`src/rtl/sap_pkg.sv`:
```
// SAP-1 sequencer shared types: opcodes, T-state encoding, control-word layout and words.
// Latency: none (definitions only).
// Backpressure: n/a.
package sap_pkg;

    typedef enum logic [3:0] {
        OP_LDA = 4'b0000,
        OP_ADD = 4'b0001,
        OP_SUB = 4'b0010,
        OP_OUT = 4'b1110,
        OP_HLT = 4'b1111
    } op_t;

    typedef enum logic [2:0] {
        S_T1    = 3'd0,
        S_T2    = 3'd1,
        S_T3    = 3'd2,
        S_T4    = 3'd3,
        S_T5    = 3'd4,
        S_T6    = 3'd5,
        S_PAUSE = 3'd6,
        S_HALT  = 3'd7
    } state_t;

    // Bit positions inside control_word {Cp,Ep,Lm,Ce,Li,Ei,La,Ea,Su,Eu,Lb,Lo}
    localparam int CW_CP = 11;
    localparam int CW_EP = 10;
    localparam int CW_LM = 9;
    localparam int CW_CE = 8;
    localparam int CW_LI = 7;
    localparam int CW_EI = 6;
    localparam int CW_LA = 5;
    localparam int CW_EA = 4;
    localparam int CW_SU = 3;
    localparam int CW_EU = 2;
    localparam int CW_LB = 1;
    localparam int CW_LO = 0;

    // Idle word: every active-low strobe high, every active-high strobe low.
    // Asserting any strobe therefore flips its bit relative to CW_NOP.
    localparam logic [11:0] CW_NOP    = 12'h3E3;
    localparam logic [11:0] CW_T1     = CW_NOP ^ (12'd1 << CW_EP) ^ (12'd1 << CW_LM);
    localparam logic [11:0] CW_T2     = CW_NOP ^ (12'd1 << CW_CP);
    localparam logic [11:0] CW_T3     = CW_NOP ^ (12'd1 << CW_CE) ^ (12'd1 << CW_LI);
    localparam logic [11:0] CW_MADDR  = CW_NOP ^ (12'd1 << CW_LM) ^ (12'd1 << CW_EI);
    localparam logic [11:0] CW_OUT    = CW_NOP ^ (12'd1 << CW_EA) ^ (12'd1 << CW_LO);
    localparam logic [11:0] CW_LDA_T5 = CW_NOP ^ (12'd1 << CW_CE) ^ (12'd1 << CW_LA);
    localparam logic [11:0] CW_LOADB  = CW_NOP ^ (12'd1 << CW_CE) ^ (12'd1 << CW_LB);
    localparam logic [11:0] CW_ADD_T6 = CW_NOP ^ (12'd1 << CW_EU) ^ (12'd1 << CW_LA);
    localparam logic [11:0] CW_SUB_T6 = CW_NOP ^ (12'd1 << CW_EU) ^ (12'd1 << CW_SU)
                                               ^ (12'd1 << CW_LA);

    // Opcodes that fetch an operand from memory in T4
    function automatic logic is_mem_op(input logic [3:0] op);
        return (op == OP_LDA) || (op == OP_ADD) || (op == OP_SUB);
    endfunction

    // One-hot T-state view of a state; zero for PAUSE/HALT
    function automatic logic [5:0] t_onehot(input state_t s);
        logic [5:0] v;
        v = 6'b000000;
        case (s)
            S_T1:    v = 6'b000001;
            S_T2:    v = 6'b000010;
            S_T3:    v = 6'b000100;
            S_T4:    v = 6'b001000;
            S_T5:    v = 6'b010000;
            S_T6:    v = 6'b100000;
            default: v = 6'b000000;
        endcase
        return v;
    endfunction

endpackage

```
`src/rtl/sap_microcode_rom.sv`:
```
// Microcode ROM: (T-state, opcode) -> 12-bit control word.
// Latency: purely combinational, zero cycles.
// Backpressure: none; output follows inputs.
module sap_microcode_rom
    import sap_pkg::*;
(
    input  state_t      i_state,
    input  logic [3:0]  i_op,
    output logic [11:0] o_cw
);

    // Decode the word for the current step; unlisted cases idle at CW_NOP
    always_comb begin
        o_cw = CW_NOP;
        case (i_state)
            S_T1: o_cw = CW_T1;
            S_T2: o_cw = CW_T2;
            S_T3: o_cw = CW_T3;
            S_T4: begin
                if (is_mem_op(i_op))      o_cw = CW_MADDR;
                else if (i_op == OP_OUT)  o_cw = CW_OUT;
            end
            S_T5: begin
                if (i_op == OP_LDA)                          o_cw = CW_LDA_T5;
                else if (i_op == OP_ADD || i_op == OP_SUB)   o_cw = CW_LOADB;
            end
            S_T6: begin
                if (i_op == OP_ADD)       o_cw = CW_ADD_T6;
                else if (i_op == OP_SUB)  o_cw = CW_SUB_T6;
            end
            default: o_cw = CW_NOP;
        endcase
    end

endmodule

```
`src/rtl/sap_sequencer.sv`:
```
// SAP-1 T-state sequencer with run/pause/step, sticky halt and instruction counter.
// Latency: 6 cycles per instruction (4/5/6 with EARLY_END), HLT ends after T4; PAUSE->T1 costs 1.
// Backpressure: run=0 parks in PAUSE at the next instruction boundary; step_req releases one instruction.
module sap_sequencer
    import sap_pkg::*;
#(
    parameter bit EARLY_END = 1'b0
)
(
    input  logic        clock,
    input  logic        reset,
    input  logic [3:0]  instruction,
    input  logic        run,
    input  logic        step_req,
    output logic [11:0] control_word,
    output logic [5:0]  t_state,
    output logic        paused,
    output logic        halted,
    output logic [7:0]  instr_count
);

    state_t      r_state;
    logic [5:0]  r_t_state;
    logic        r_paused;
    logic        r_halted;
    logic [7:0]  r_count;

    state_t      w_next;
    logic        w_end;
    logic        w_count_inc;
    logic [11:0] w_rom_cw;

    sap_microcode_rom u_rom (
        .i_state (r_state),
        .i_op    (instruction),
        .o_cw    (w_rom_cw)
    );

    // Next-state selection; w_end marks the last T-state of an instruction
    always_comb begin
        w_next      = r_state;
        w_end       = 1'b0;
        w_count_inc = 1'b0;
        case (r_state)
            S_T1: w_next = S_T2;
            S_T2: w_next = S_T3;
            S_T3: w_next = S_T4;
            S_T4: begin
                if (instruction == OP_HLT) begin
                    w_next      = S_HALT;
                    w_count_inc = 1'b1;
                end else if (EARLY_END && !is_mem_op(instruction)) begin
                    w_end = 1'b1;
                end else begin
                    w_next = S_T5;
                end
            end
            S_T5: begin
                if (EARLY_END && instruction == OP_LDA) w_end  = 1'b1;
                else                                    w_next = S_T6;
            end
            S_T6:    w_end = 1'b1;
            S_PAUSE: if (run || step_req) w_next = S_T1;
            S_HALT:  w_next = S_HALT;
            default: w_next = S_T1;
        endcase
        // run is only consulted at the boundary, so a mid-instruction drop never truncates
        if (w_end) begin
            w_next      = run ? S_T1 : S_PAUSE;
            w_count_inc = 1'b1;
        end
    end

    // State register with registered status outputs derived from the next state
    always_ff @(posedge clock or posedge reset) begin
        if (reset) begin
            r_state   <= S_T1;
            r_t_state <= 6'b000001;
            r_paused  <= 1'b0;
            r_halted  <= 1'b0;
            r_count   <= 8'd0;
        end else begin
            r_state   <= w_next;
            r_t_state <= t_onehot(w_next);
            r_paused  <= (w_next == S_PAUSE);
            r_halted  <= (w_next == S_HALT);
            if (w_count_inc) r_count <= r_count + 8'd1;
        end
    end

    // Reset masks the decode so no partial word escapes while it is held
    assign control_word = reset ? CW_NOP : w_rom_cw;
    assign t_state      = r_t_state;
    assign paused       = r_paused;
    assign halted       = r_halted;
    assign instr_count  = r_count;

endmodule

```
`config.mk`:
```
export PLATFORM = sky130hd
export DESIGN_NAME = sap_sequencer
export DESIGN_NICKNAME = d
export VERILOG_FILES = /design/src/rtl/sap_pkg.sv /design/src/rtl/sap_microcode_rom.sv /design/src/rtl/sap_sequencer.sv
export SDC_FILE = /design/constraint.sdc
export NUM_CORES = 1
export LEC_CHECK = 0
export ABC_CLOCK_PERIOD_IN_PS = 3900
export CORE_MARGIN = 8
export CORE_UTILIZATION = 48
export CTS_CLUSTER_DIAMETER = 60
export CTS_CLUSTER_SIZE = 14
export DETAILED_ROUTE_END_ITERATION = 16
export GPL_ROUTABILITY_DRIVEN = 0
export PLACE_DENSITY = 0.87
export SLEW_MARGIN = 20
export SYNTH_ARGS = -nofsm -noshare
export SYNTH_HDL_FRONTEND = slang
export SYNTH_HIERARCHICAL = 1
export SYNTH_SLANG_ARGS = --single-unit
```
`constraint.sdc`:
```
create_clock -name clock -period 3.9 [get_ports clock]
set_clock_uncertainty 0.2 [all_clocks]
set_input_delay 0.78 -clock clock [delete_from_list [all_inputs] [get_ports clock]]
set_output_delay 0.78 -clock clock [all_outputs]
set_load 0.01 [all_outputs]
```
==> report_table.html <==
<table>
<tr><th>Metric</th><th>Value</th></tr>
<tr><th colspan="2">Setup path</th></tr>
<tr><td>Worst path most repeated cell</td><td>sky130_fd_sc_hd__clkdlybuf4s50_1</td></tr>
<tr><td>Startpoint Class</td><td>input port</td></tr>
<tr><td>Path length in cells of the critical path</td><td>5</td></tr>
<tr><td>Cells on worst reg2reg path</td><td>3</td></tr>
<tr><td>Slowest cell on crit path</td><td>sky130_fd_sc_hd__clkdlybuf4s50_1</td></tr>
<tr><td>Peak fanout along the critical path</td><td>6</td></tr>
<tr><td>Cell type group with the largest total delay on the critical path</td><td>buffers and inverters</td></tr>
<tr><td>Delay of the slowest critical-path stage</td><td>0.53 ns</td></tr>
<tr><td>Worst path bufs/invs</td><td>2</td></tr>
<tr><td>Reg2Reg Launch Point</td><td>r_state[0]</td></tr>
<tr><td>Slack of the worst reg-to-reg path</td><td>1.94 ns</td></tr>
<tr><td>Kind of capture point of the worst setup path</td><td>output port</td></tr>
<tr><td>Cell-by-cell listing of the critical path</td><td>clkdlybuf4s50_1, a211oi_1, a31oi_1, or2_1, clkdlybuf4s50_1</td></tr>
<tr><td>Critical path class</td><td>in2out</td></tr>
<tr><td>Worst Setup SP</td><td>instruction[3]</td></tr>
<tr><td>Terminus of the critical flop-to-flop path</td><td>instr_count[1]</td></tr>
<tr><td>Data required, critical path</td><td>2.92 ns</td></tr>
<tr><td>Critical Path AT</td><td>around 2.6 ns</td></tr>
<tr><td>CP Capture Point</td><td>control_word[9]</td></tr>
<tr><th colspan="2">Clock tree</th></tr>
<tr><td>Clock slew at the register clock pins of the worst setup and hold paths</td><td>~0.090 ns</td></tr>
<tr><td>Clock Path Buffers</td><td>2</td></tr>
<tr><td>Setup repair bufs after CTS</td><td>0</td></tr>
<tr><td>Total CTS buffers</td><td>3</td></tr>
<tr><td>Clock tree from TritonCTS</td><td>built</td></tr>
<tr><td>Insertion delay of the later-clocked pin in the worst-skew pair</td><td>0.29 ns</td></tr>
<tr><td>Level count of the clock H-tree</td><td>1</td></tr>
<tr><td>Clock sink total</td><td>19</td></tr>
<tr><td>Number of buffers added to fix hold violations after cts</td><td>0</td></tr>
<tr><td>Quantity of gates resized following cts</td><td>0</td></tr>
<tr><td>Clock Root Buffer</td><td>sky130_fd_sc_hd__clkbuf_4</td></tr>
<tr><th colspan="2">Synthesis</th></tr>
<tr><td>Synthesis Warnings</td><td>6</td></tr>
<tr><td>Top cells by area, synth</td><td>sky130_fd_sc_hd__dfrtp_1 43%, sky130_fd_sc_hd__nor2b_1 4.7%, sky130_fd_sc_hd__or2_1 4.7%, sky130_fd_sc_hd__nand4_1 3.5%, sky130_fd_sc_hd__nor3b_1 3.5%</td></tr>
<tr><td>Number of enable flip-flop cells after synthesis</td><td>0</td></tr>
<tr><td>Most used flip-flop cell after synthesis</td><td>sky130_fd_sc_hd__dfrtp_1</td></tr>
<tr><td>Mean instance size in the synthesized netlist</td><td>9.998 um^2</td></tr>
<tr><td>Gate count after technology mapping</td><td>106</td></tr>
<tr><td>Number of flip-flops and latches in the synthesized netlist</td><td>19</td></tr>
<tr><td>Unique masters post-synth</td><td>35</td></tr>
<tr><td>Synth Net Count</td><td>around 120</td></tr>
<tr><td>Seq/Total Area, Yosys</td><td>44.98%</td></tr>
<tr><td>Cell area after technology mapping</td><td>between 0.001 and 0.0015 mm^2</td></tr>
<tr><td>Share of async-settable or async-resettable flops after synthesis</td><td>100.0%</td></tr>
<tr><td>Top cell type's share of synthesized area</td><td>between 40% and 50%</td></tr>
<tr><td>Synth area leader</td><td>sky130_fd_sc_hd__dfrtp_1</td></tr>
<tr><th colspan="2">Global routing</th></tr>
<tr><td>Number of global-route vias before repair</td><td>866</td></tr>
<tr><td>Total congestion overflow after global routing</td><td>0</td></tr>
<tr><td>Maximum number of pins on one net before global-route repair</td><td>23</td></tr>
<tr><td>First-pass GRT wire length</td><td>3774 um</td></tr>
<tr><td>Antenna violations before repair</td><td>0</td></tr>
<tr><td>Global Route Usage Sum</td><td>a little under an eighth</td></tr>
<tr><th colspan="2">Die</th></tr>
<tr><td>Die Height</td><td>~63 um</td></tr>
<tr><td>Die extent in x</td><td>62.99 um</td></tr>
<tr><td># rows</td><td>17</td></tr>
<tr><td>Area enclosed by the die boundary</td><td>about 0.0040 mm^2</td></tr>
<tr><td>Boundary Pins</td><td>36</td></tr>
<tr><td>Area of the placeable core</td><td>between 0.002 and 0.0025 mm^2</td></tr>
<tr><td>Effective utilization at floorplan</td><td>49.33%</td></tr>
<tr><th colspan="2">Detailed routing</th></tr>
<tr><td>First drt pass iteration count</td><td>4</td></tr>
<tr><td>Remaining DRCs</td><td>0</td></tr>
<tr><td>Total length of routed wires</td><td>~2300 um</td></tr>
<tr><td>Detail-routed via count per cell</td><td>5.142</td></tr>
<tr><td>Post-detailed-route wirelength per cell</td><td>13.36 um</td></tr>
<tr><td>Detailed-route via count</td><td>869</td></tr>
<tr><td>ANT nets after route</td><td>0</td></tr>
<tr><td>Number of design-rule violations left by the first detailed-router iteration</td><td>22</td></tr>
<tr><th colspan="2">Final layout</th></tr>
<tr><td>Area of all sequential standard cells</td><td>476.7 um^2</td></tr>
<tr><td>Number of fillers in the final layout</td><td>between 150 and 200</td></tr>
<tr><td>Share of layout cells above drive strength 1</td><td>7.092%</td></tr>
<tr><td>Number of nets in the layout</td><td>151</td></tr>
<tr><td># diodes</td><td>0</td></tr>
<tr><td>Final Util</td><td>67.62%</td></tr>
<tr><td>Multi-input logic area</td><td>556.8 um^2</td></tr>
<tr><td>Final std cells w/o fill</td><td>around 170</td></tr>
<tr><td>Area Growth Syn to Fin</td><td>37.07%</td></tr>
<tr><th colspan="2">Run</th></tr>
<tr><td>Number of max-cap violations</td><td>0</td></tr>
<tr><th colspan="2">Power and ir drop</th></tr>
<tr><td>Worst supply voltage drop on vdd</td><td>346.8 uV</td></tr>
<tr><td>Sequential cell fraction of total power</td><td>43.8%</td></tr>
<tr><td>Internal power</td><td>0.5441 mW</td></tr>
<tr><td>Sw Pwr</td><td>0.3460 mW</td></tr>
<tr><td>Share of power burned in combinational logic</td><td>45.6%</td></tr>
<tr><td>Static power due to leakage</td><td>about 0.6 nW</td></tr>
<tr><td>Switching Share</td><td>38.87%</td></tr>
<tr><td>Portion of total power attributed to the clock network</td><td>between 10% and 20%</td></tr>
<tr><td>Cell Pwr Density</td><td>612.7 mW/mm^2</td></tr>
<tr><th colspan="2">STA</th></tr>
<tr><td>Peak Freq</td><td>282.0 MHz</td></tr>
<tr><td>Final number of setup-violating endpoints</td><td>0</td></tr>
<tr><td>Post-route setup TNS</td><td>0 ns</td></tr>
<tr><td>Slew headroom</td><td>54.23%</td></tr>
<tr><td>Final hold violation count</td><td>0</td></tr>
<tr><td>Portion of the clock cycle consumed by the worst path in the final layout</td><td>90.94%</td></tr>
<tr><td>Measured slew at the worst slew-check pin</td><td>0.6858 ns</td></tr>
<tr><td>Final Critical Period</td><td>around 3.5 ns</td></tr>
<tr><td>Pins over their slew limit</td><td>0</td></tr>
<tr><td>RSZ-0062 raised after global routing</td><td>no</td></tr>
<tr><th colspan="2">Run status</th></tr>
<tr><td>Outcome</td><td>complete, no violations</td></tr>
<tr><th colspan="2">Placement</th></tr>
<tr><td>Count of input and output buffers</td><td>35</td></tr>
<tr><td>Post-DP HPWL</td><td>1720 um</td></tr>
<tr><td>Placed Cells incl. Taps</td><td>165</td></tr>
<tr><th colspan="2">Hold path</th></tr>
<tr><td>Hold Crit Class</td><td>reg2reg</td></tr>
</table>
[routing by layer]
| layer | routed length [um] | vias to the layer above | GRT usage (%) |
|---|---|---|---|
| met4 | 7 | 0 | 4.274 |
| li1 | - | 442 | - |
| met2 | 1027 | 32 | 18.44 |
| met3 | 220 | 2 | 5.735 |
| met1 | 1002 | 393 | 12.11 |
| met5 | 0 | - | 0 |
[layout make-up]
type / count / share of cell area [%]
multi-input combinational: 81 / 38.33
sequential: 19 / 32.82
timing repair buffer: 35 / 24.12
tap: 28 / 2.412
clock buffer: 4 / 1.809
inverter: 2 / 0.5168
[power by group through the flow]
| stage | registers, mW | clock network, mW | logic, mW |
|---|---|---|---|
| global route | 0.408 | 0.109 | 0.444 |
| global placement | 0.392 | 0 | 0.400 |
| finish | 0.390 | 0.0942 | 0.406 |
| floorplan | 0.373 | 0 | 0.243 |
| CTS | 0.390 | 0.0969 | 0.412 |
| detailed placement | 0.395 | 0 | 0.409 |
[worst min-delay path by stage]
stage | from | slack [ns] | endpoint | depth (start not counted)
after global placement | instr_count[7] | 0.26 | instr_count[7] | 1
final | instr_count[7] | 0.27 | instr_count[7] | 1
after detailed placement | instr_count[7] | 0.26 | instr_count[7] | 1
after floorplan | instr_count[7] | 0.30 | instr_count[7] | 1
after CTS | instr_count[7] | 0.28 | instr_count[7] | 1
after global routing | instr_count[7] | 0.28 | instr_count[7] | 1
[state kept, by name, indices dropped and copies added, names as in the netlist]
name / cells
t_state: 6
paused: 1
r_state: 3
halted: 1
instr_count: 8
[through the flow]
stage / power (mW) / area (um^2) / hold WS (ns) / setup WS (ns)
after floorplan: 0.6159 / 1060 / 0.3039 / 1.468
after global placement: 0.7917 / 1426 / 0.2573 / 0.3999
after detailed placement: 0.8043 / 1426 / 0.2600 / 0.3543
after CTS: 0.8982 / 1453 / 0.2753 / 0.3495
after global routing: 0.9606 / 1453 / 0.2827 / 0.2663
final: 0.8901 / 1453 / 0.2662 / 0.3533
[cells in the final DEF, fill, tap and decap left out, drive strengths merged, types with 2 or more instances in the layout]
cell and n:
inv 2, and3 2, nor2b 8, xnor2 4, clkbuf 4, a21oi 5
nor2 7, or2 8, nand2 7, nand3 2, nand4 6, dfrtp 18
xor2 4, a211oi 2, nor3b 5, and4 2, nor3 5, clkdlybuf4s50 35
[cell families after synthesis]
family          Yosys count  share of synthesized area [%]
mux                       2                          2.007
simple gates             57                          33.77
xor+xnor                  8                          6.611
flops                    19                          44.98
compound gates           13                          8.973
buf+inv                   6                          2.479
fa+ha+maj                 1                          1.180
[Yosys cell counts, drive strengths merged (2+ instances only)]
master	number
dfrtp	18
nor2b	8
or2	8
nand2	7
nor2	7
nand4	6
a21oi	5
nor3	5
nor3b	5
xnor2	4
xor2	4
buf	3
a211oi	2
and3	2
and4	2
inv	2
nand3	2
Power figures use the tool's default switching activity.
